$ cat config.mk
export PLATFORM = sky130hd
export DESIGN_NAME = cpu_header_insert
export DESIGN_NICKNAME = d
export VERILOG_FILES = /design/src/rtl/cpu_hdr_pkg.sv /design/src/rtl/axis_skid_buf.sv /design/src/rtl/cpu_header_insert.sv
export SDC_FILE = /design/constraint.sdc
export NUM_CORES = 2
export LEC_CHECK = 0
export CAP_MARGIN = 20
export CORE_MARGIN = 8
export CORE_UTILIZATION = 25
export DETAILED_ROUTE_END_ITERATION = 8
export PLACE_DENSITY = 0.57
export SYNTH_ARGS = -nofsm -noshare
export SYNTH_HDL_FRONTEND = slang
export SYNTH_SLANG_ARGS = --single-unit
$ cat constraint.sdc
create_clock -name clk -period 20.9 [get_ports clk]
set_clock_uncertainty 0.1 [all_clocks]
set_input_delay 4.18 -clock clk [delete_from_list [all_inputs] [get_ports clk]]
set_output_delay 4.18 -clock clk [all_outputs]
set_load 0.01 [all_outputs]
$ cat src/rtl/cpu_hdr_pkg.sv
// rtl/cpu_hdr_pkg.sv - shared types and constants for the CPU header inserter
package cpu_hdr_pkg;

   typedef enum logic [1:0] {
      ST_IDLE = 2'd0,
      ST_HDR  = 2'd1,
      ST_BODY = 2'd2
   } hdr_state_t;

   localparam int C_HDR_BEATS_MAX = 4;
   localparam int C_HDR_IDX_W     = $clog2(C_HDR_BEATS_MAX);

   // Bit offsets of metadata fields inside the header image, decoded by host software
   localparam int HDR_OFF_PORT   = 0;
   localparam int HDR_W_PORT     = 16;
   localparam int HDR_OFF_TSTAMP = 16;
   localparam int HDR_W_TSTAMP   = 64;
   localparam int HDR_OFF_QID    = 80;
   localparam int HDR_W_QID      = 8;

endpackage

$ cat src/rtl/axis_skid_buf.sv
// rtl/axis_skid_buf.sv - two-entry skid buffer with fully registered output side
module axis_skid_buf #(
   parameter int C_WIDTH = 8
) (
   input  logic               clk,
   input  logic               rst,
   input  logic [C_WIDTH-1:0] s_tdata,
   input  logic               s_tvalid,
   output logic               s_tready,
   output logic [C_WIDTH-1:0] m_tdata,
   output logic               m_tvalid,
   input  logic               m_tready
);

   logic [C_WIDTH-1:0] skid_data;
   logic               skid_valid;
   logic               push;
   logic               load_main;

   assign push      = s_tvalid && s_tready;
   // The output register may take a new word when it is empty or being drained
   assign load_main = !m_tvalid || m_tready;

   // Output register refills from the skid entry first, then from the input;
   // ready is registered and reflects only whether the skid entry is free
   always_ff @(posedge clk or posedge rst) begin
      if (rst) begin
         m_tdata    <= '0;
         m_tvalid   <= 1'b0;
         skid_data  <= '0;
         skid_valid <= 1'b0;
         s_tready   <= 1'b0;
      end else begin
         if (load_main) begin
            if (skid_valid) begin
               m_tdata    <= skid_data;
               m_tvalid   <= 1'b1;
               skid_valid <= 1'b0;
            end else begin
               if (push) begin
                  m_tdata <= s_tdata;
               end
               m_tvalid <= push;
            end
            s_tready <= 1'b1;
         end else begin
            if (push) begin
               skid_data  <= s_tdata;
               skid_valid <= 1'b1;
            end
            s_tready <= !(skid_valid || push);
         end
      end
   end

endmodule

$ cat src/rtl/cpu_header_insert.sv
// rtl/cpu_header_insert.sv - prepends a tuser-derived metadata header to CPU-bound packets
module cpu_header_insert
   import cpu_hdr_pkg::*;
#(
   parameter int C_DATA_WIDTH  = 256,
   parameter int C_TUSER_WIDTH = 128,
   parameter int C_HDR_BEATS   = 1,
   parameter int C_CNT_WIDTH   = 32
) (
   input  logic                      clk,
   input  logic                      rst,
   input  logic                      cfg_bypass,
   input  logic [C_DATA_WIDTH-1:0]   s_axis_tdata,
   input  logic [C_TUSER_WIDTH-1:0]  s_axis_tuser,
   input  logic [C_DATA_WIDTH/8-1:0] s_axis_tkeep,
   input  logic                      s_axis_tvalid,
   input  logic                      s_axis_tlast,
   output logic                      s_axis_tready,
   output logic [C_DATA_WIDTH-1:0]   m_axis_tdata,
   output logic [C_DATA_WIDTH/8-1:0] m_axis_tkeep,
   output logic                      m_axis_tvalid,
   output logic                      m_axis_tlast,
   input  logic                      m_axis_tready,
   output logic [C_CNT_WIDTH-1:0]    stat_pkt_cnt
);

   localparam int C_KEEP_W = C_DATA_WIDTH / 8;
   localparam int C_HDR_W  = C_HDR_BEATS * C_DATA_WIDTH;
   localparam int C_SKID_W = C_DATA_WIDTH + C_KEEP_W + 1;

   hdr_state_t               state;
   logic [C_HDR_IDX_W-1:0]   idx;
   logic [C_TUSER_WIDTH-1:0] tuser_reg;

   logic [C_DATA_WIDTH-1:0]  hdr_first;
   logic [C_HDR_W-1:0]       hdr_held;
   logic [C_DATA_WIDTH-1:0]  hdr_beat;

   logic                     int_valid;
   logic                     int_ready;
   logic                     int_accept;
   logic [C_DATA_WIDTH-1:0]  int_tdata;
   logic [C_KEEP_W-1:0]      int_tkeep;
   logic                     int_tlast;
   logic [C_SKID_W-1:0]      skid_out;

   // Header beat 0 comes straight from live tuser so the header costs no extra cycle
   always_comb begin
      hdr_first = '0;
      for (int b = 0; b < C_DATA_WIDTH && b < C_TUSER_WIDTH; b++) begin
         hdr_first[b] = s_axis_tuser[b];
      end
   end

   // Later header beats come from the metadata latched at SOP
   always_comb begin
      hdr_held = '0;
      hdr_held[C_TUSER_WIDTH-1:0] = tuser_reg;
      hdr_beat = '0;
      for (int k = 0; k < C_HDR_BEATS; k++) begin
         if (idx == C_HDR_IDX_W'(k)) begin
            hdr_beat = hdr_held[k*C_DATA_WIDTH +: C_DATA_WIDTH];
         end
      end
   end

   // Select what feeds the skid buffer and when the upstream payload is consumed
   always_comb begin
      int_valid     = 1'b0;
      int_tdata     = s_axis_tdata;
      int_tkeep     = s_axis_tkeep;
      int_tlast     = s_axis_tlast;
      s_axis_tready = 1'b0;
      case (state)
         ST_IDLE: begin
            int_valid = s_axis_tvalid;
            if (cfg_bypass) begin
               s_axis_tready = int_ready;
            end else begin
               int_tdata = hdr_first;
               int_tkeep = '1;
               int_tlast = 1'b0;
            end
         end
         ST_HDR: begin
            int_valid = 1'b1;
            int_tdata = hdr_beat;
            int_tkeep = '1;
            int_tlast = 1'b0;
         end
         ST_BODY: begin
            int_valid     = s_axis_tvalid;
            s_axis_tready = int_ready;
         end
         default: ;
      endcase
   end

   assign int_accept = int_valid && int_ready;

   // Packet framing: IDLE decides header vs bypass at SOP, HDR walks the latched header
   always_ff @(posedge clk or posedge rst) begin
      if (rst) begin
         state     <= ST_IDLE;
         idx       <= '0;
         tuser_reg <= '0;
      end else if (int_accept) begin
         case (state)
            ST_IDLE: begin
               if (cfg_bypass) begin
                  if (!s_axis_tlast) begin
                     state <= ST_BODY;
                  end
               end else begin
                  tuser_reg <= s_axis_tuser;
                  idx       <= (C_HDR_BEATS > 1) ? C_HDR_IDX_W'(1) : '0;
                  state     <= (C_HDR_BEATS > 1) ? ST_HDR : ST_BODY;
               end
            end
            ST_HDR: begin
               if (idx == C_HDR_IDX_W'(C_HDR_BEATS - 1)) begin
                  idx   <= '0;
                  state <= ST_BODY;
               end else begin
                  idx <= idx + C_HDR_IDX_W'(1);
               end
            end
            ST_BODY: begin
               if (s_axis_tlast) begin
                  state <= ST_IDLE;
               end
            end
            default: state <= ST_IDLE;
         endcase
      end
   end

   axis_skid_buf #(
      .C_WIDTH (C_SKID_W)
   ) u_skid (
      .clk      (clk),
      .rst      (rst),
      .s_tdata  ({int_tlast, int_tkeep, int_tdata}),
      .s_tvalid (int_valid),
      .s_tready (int_ready),
      .m_tdata  (skid_out),
      .m_tvalid (m_axis_tvalid),
      .m_tready (m_axis_tready)
   );

   assign m_axis_tdata = skid_out[C_DATA_WIDTH-1:0];
   assign m_axis_tkeep = skid_out[C_DATA_WIDTH +: C_KEEP_W];
   assign m_axis_tlast = skid_out[C_SKID_W-1];

   // Count packets as their last beat leaves on the master side
   always_ff @(posedge clk or posedge rst) begin
      if (rst) begin
         stat_pkt_cnt <= '0;
      end else if (m_axis_tvalid && m_axis_tready && m_axis_tlast) begin
         stat_pkt_cnt <= stat_pkt_cnt + C_CNT_WIDTH'(1);
      end
   end

endmodule

# Word-level counts from Yosys, hierarchy flattened
# Index checks and enable logic that the tools add are counted.
# classes
n_reduce_logical,18
bitwise_logic,2
n_mux,24
add_sub_neg,2
n_eq_ne,6
# ops
operator,count
$mux 289,2
$pmux 256 s2,1
$mux 256,1
$mux 128,1
$pmux 32 s2,1
$add 32x1->32 const B,1
$mux 32,1
$mux 2,6
$mux 1,6
$ne 2x2->1 const B,3
$pmux 1 s2,3
$pmux 2 s3,1
$reduce_and 3->1,2
$reduce_bool 2->1,3
$logic_not 2->1,2
$pmux 2 s2,1
$reduce_and 2->1,2
$reduce_and 4->1,1
$logic_and 1x1->1,3
$ne 3x3->1 const B,1
$add 2x1->2 const B,1
$eq 2x1->1 const B,1
$eq 2x2->1 const B,1
$logic_not 1->1,2
other kinds (3),5
# word_totals
wordCells,61
inputBits,422
out_inout_bits,323
regBits,745

# Logic depth before layout (Yosys ltp)
# depth
word_depth,7
ltp_mapped,8
mapped_depth_nobuf,5

# Hierarchy
# Synthesis repeated with hierarchy kept, for this count alone.
# unflattened
hier_cells,2359
hier_area_um2,28743.8
# modules_own_cells
module,n_inst,seq_area_each_um2,cells_per_inst,area_per_inst_um2
axis_skid_buf,1,14538.9,1906,24627.4
cpu_header_insert,1,825.8,453,4116.4

# Least setup slack after synthesis
# Ideal clock, no wire load.
# synth_timing
path_kind,input to output
start,input port cfg_bypass
end,output port s_axis_tready
path_slack_ns,11.635
path_stages,5
required_ns,16.620
arrival_time_ns,4.985
path_buffers,3
path_cell_list,or2_1 > clkbuf_1 > buf_6 > buf_6 > and2_1
# synth_between
elab_chain_cells,2
# synth_lines
element,line,text
from (decl),cpu_header_insert.sv:12,"input logic cfg_bypass,"
$mux 1,cpu_header_insert.sv:77,if (cfg_bypass) begin
$pmux 1 s2,cpu_header_insert.sv:74,case (state)
to (decl),cpu_header_insert.sv:18,"output logic s_axis_tready,"
# No other way between the ends.

# Worst setup path in the final report
# Same ends and word-level chain as after synthesis.

==> results.ini <==
[clock_network]
clk_latency_ns = 0.63
clock-sinks = 614
cts_tree = built
cts_buffers = 75
post-cts-setup-buffer-count = 0
path_clk_slew_ns = 0.06
clock_path_buffers = 3
ctsResizeCount = 0
cts_root_buffer = clkbuf_16
hold_buffers = 0
htree_levels = 3

[synth]
syn-num-nets = 3227
synth-main-ff-cell = dfrtp_1
netlist_area_sq_um = 27100
synthCells = 2804
synth_warnings = 0
synth_edf_count = 0
ys_seq_elements = 614
ys_seq_area_share_pct = 56.7
ys_types = 33
async_flop_share_pct = 100
avgSynthCellArea_sq_um = 9.66

[power]
combPwrFrac_pct = 28.1
peakVddDrop_mv = 0.0707
clock_power_share_pct = 31.3
seq_power_share_pct = 40.7
sw_frac_of_total_pct = 30.6
power.switching_mw = 1.29
p_int_mw = 2.92
p_per_area_nw_per_um2 = 110
p_leak_nw = 16.5

[sta]
fin_crit_ns = 10.40
slew_headroom_pct = 8.30
fmax_mhz = 96.1
slew_viol_final = 0
tightest_slew_ns = 1.38
final.setup.tns_ns = 0
whs_ns = 0.375
finalHoldViolCount = 0
rsz0062_at_grt = no
final-setup-viol-count = 0
finalCritPeriodShare_pct = 49.8

[route]
wl_um = 90900
antenna_left = 0
vias = 21846
first_iter_violations = 1229
vias_per_cell = 4.45
wl_per_cell_um = 18.5
drc_errors = 0
firstDrtPassIters = 5

[floorplan]
start_util_pct = 25.2
fp.dieH_um = 345
rows = 120
fp.dieW_um = 345
core_sq_um = 107000
io_pins = 745
die_area_sq_um = 119000

[worst_setup_path]
path_max_fanout = 45
start_kind = primary input
cp.arrival_ns = 6.12
required_ns = 16.62
cpPeakStageDelay_ns = 0.62
setup.worst_path.class = in2out
r2r_setup_slack_ns = 16.35
cp_slowest_cell = or2_4
path_cells = buf_4, or2_4, and2_1, clkdlybuf4s50_1
crit_family = buffers and inverters
crit_path_end_kind = output pin
cp_num_buf_inv = 2

[placement]
place_hpwl_um = 63900
gp_congestion = 0.773
numPortBuffers = 744

[finish]
finalNetCount = 3856
area_delta_synth_final_pct = 40.8
drive_gt1_share_pct = 8.56
fin_util_pct = 35.5
mostFrequentLayoutCell = clkdlybuf4s50_1
final_cell_mix = clkdlybuf4s50_1 (743), dfrtp_1 (612), nand2_1 (589), o21ai_0 (546), nor2_1 (166)

[run]
drv_cap = 0

[grt]
grt_pass1_vias = 21838
grtUsageTotal_pct = 14.8
grt_pass1_wl_um = 139000
grt_overflow = 0
grt_antenna_before_repair = 28
grt_start_max_net_pins = 257

[min_path]
hold_path_class = reg2reg

[outcome]
status = finished, final reports clean

final timing paths:
| path | startpoint | to | cells after the start |
|---|---|---|---|
| max in group asynchronous | rst | u_skid.skid_data[84] | 5 |
| min in group asynchronous | rst | u_skid.m_tdata[277] | 2 |
| hold / removal | u_skid.skid_data[42] | u_skid.skid_data[42] | 2 |
| hold reg to reg | u_skid.skid_data[42] | u_skid.skid_data[42] | 2 |
| setup / recovery | cfg_bypass | s_axis_tready | 4 |
| setup reg to reg | u_skid.skid_valid | u_skid.m_tdata[268] | 6 |
per-stage QoR:
stage / total power, mW / setup slack (ns) / cell area [sq um] / std cells
2_1_floorplan: 2.26 / 8.24 / 27100 / 2804
3_3_place_gp: 2.92 / 10.42 / 35600 / 4759
3_5_place_dp: 2.94 / 10.40 / 35600 / 4759
4_1_cts: 4.30 / 10.40 / 38100 / 4895
5_1_grt: 4.48 / 10.34 / 38100 / 4898
6_report: 4.21 / 10.50 / 38200 / 4906
per-layer routing:
metal,vias to the layer above,share of wire (%),track usage (%)
met5,-,0.13,0
met4,18,2.3,4.62
met3,132,8.8,5.71
met2,639,47,24.1
met1,10249,42,18.0
li1,10808,-,-
kinds of logic (layout without fill, tap and decap cells):
family                     count (synthesis)  in the layout  share of synthesized area, %
AOI/OAI and AO/OA                        838            838                          15.5
and+or+nand+nor                          807            807                          11.7
DFF                                      614            614                          56.7
muxes                                    290            290                          11.5
buffers and inverters                    223            911                          3.60
xor gates and xnor gates                  31             31                          1.00
adders and majority gates                  1              1                        0.0462
other                                      0             11                             0
state kept, by name, summed over array words and instances, names as in the netlist:
| name | count |
|---|---|
| u_skid.m_tdata | 289 |
| u_skid.skid_data | 289 |
| stat_pkt_cnt | 32 |
| state | 1 |
| u_skid.m_tvalid | 1 |
| u_skid.s_tready | 1 |
| u_skid.skid_valid | 1 |
worst min-delay path: stages, from the launching register on:
cell and delay (ns):
dfrtp_1 0.34, nand2_1 0.04, o21ai_0 0.06
cell usage after synthesis, types with 2 or more instances:
| cell | instances | area (sq um) |
|---|---|---|
| xor2_1 | 6 | 52.6 |
| and2_1 | 2 | 12.5 |
| buf_1 | 10 | 37.5 |
| mux2i_1 | 128 | 1280 |
| xnor2_1 | 25 | 219 |
| nor3_1 | 2 | 10.0 |
| mux2_2 | 140 | 1580 |
| inv_1 | 3 | 11.3 |
| nand4_1 | 14 | 87.6 |
| o21ai_0 | 546 | 2730 |
| nand2_1 | 590 | 2210 |
| buf_2 | 41 | 205 |
| nor2_1 | 167 | 627 |
| dfrtp_1 | 614 | 15400 |
| mux2_1 | 22 | 248 |
| buf_6 | 10 | 113 |
| nor4_1 | 3 | 18.8 |
| buf_4 | 3 | 22.5 |
| nor4_2 | 3 | 37.5 |
| and3_1 | 5 | 31.3 |
| clkbuf_1 | 156 | 586 |
| a21oi_1 | 130 | 651 |
| nand3_1 | 15 | 75.1 |
| o21ai_1 | 160 | 801 |
final cells by class:
cell class | instances | area [sq um]
diodes | 11 | 27.5
clock buffers | 113 | 2250
clock inverters | 23 | 254
fillers | 10906 | 69200
inverters | 3 | 15.0
multi-input cells | 1967 | 10800
flip-flops and latches | 614 | 15400
well taps | 1403 | 1760
repair buffers | 772 | 7690
power groups by stage:
| stage | combinational, mW | sequential [mW] | clock, mW |
|---|---|---|---|
| after floorplan | 0.477 | 1.79 | 0 |
| after global placement | 1.20 | 1.72 | 0 |
| after detailed placement | 1.21 | 1.73 | 0 |
| after CTS | 1.21 | 1.72 | 1.37 |
| after global routing | 1.31 | 1.76 | 1.41 |
| final | 1.18 | 1.71 | 1.32 |
Power figures use the tool's default switching activity.
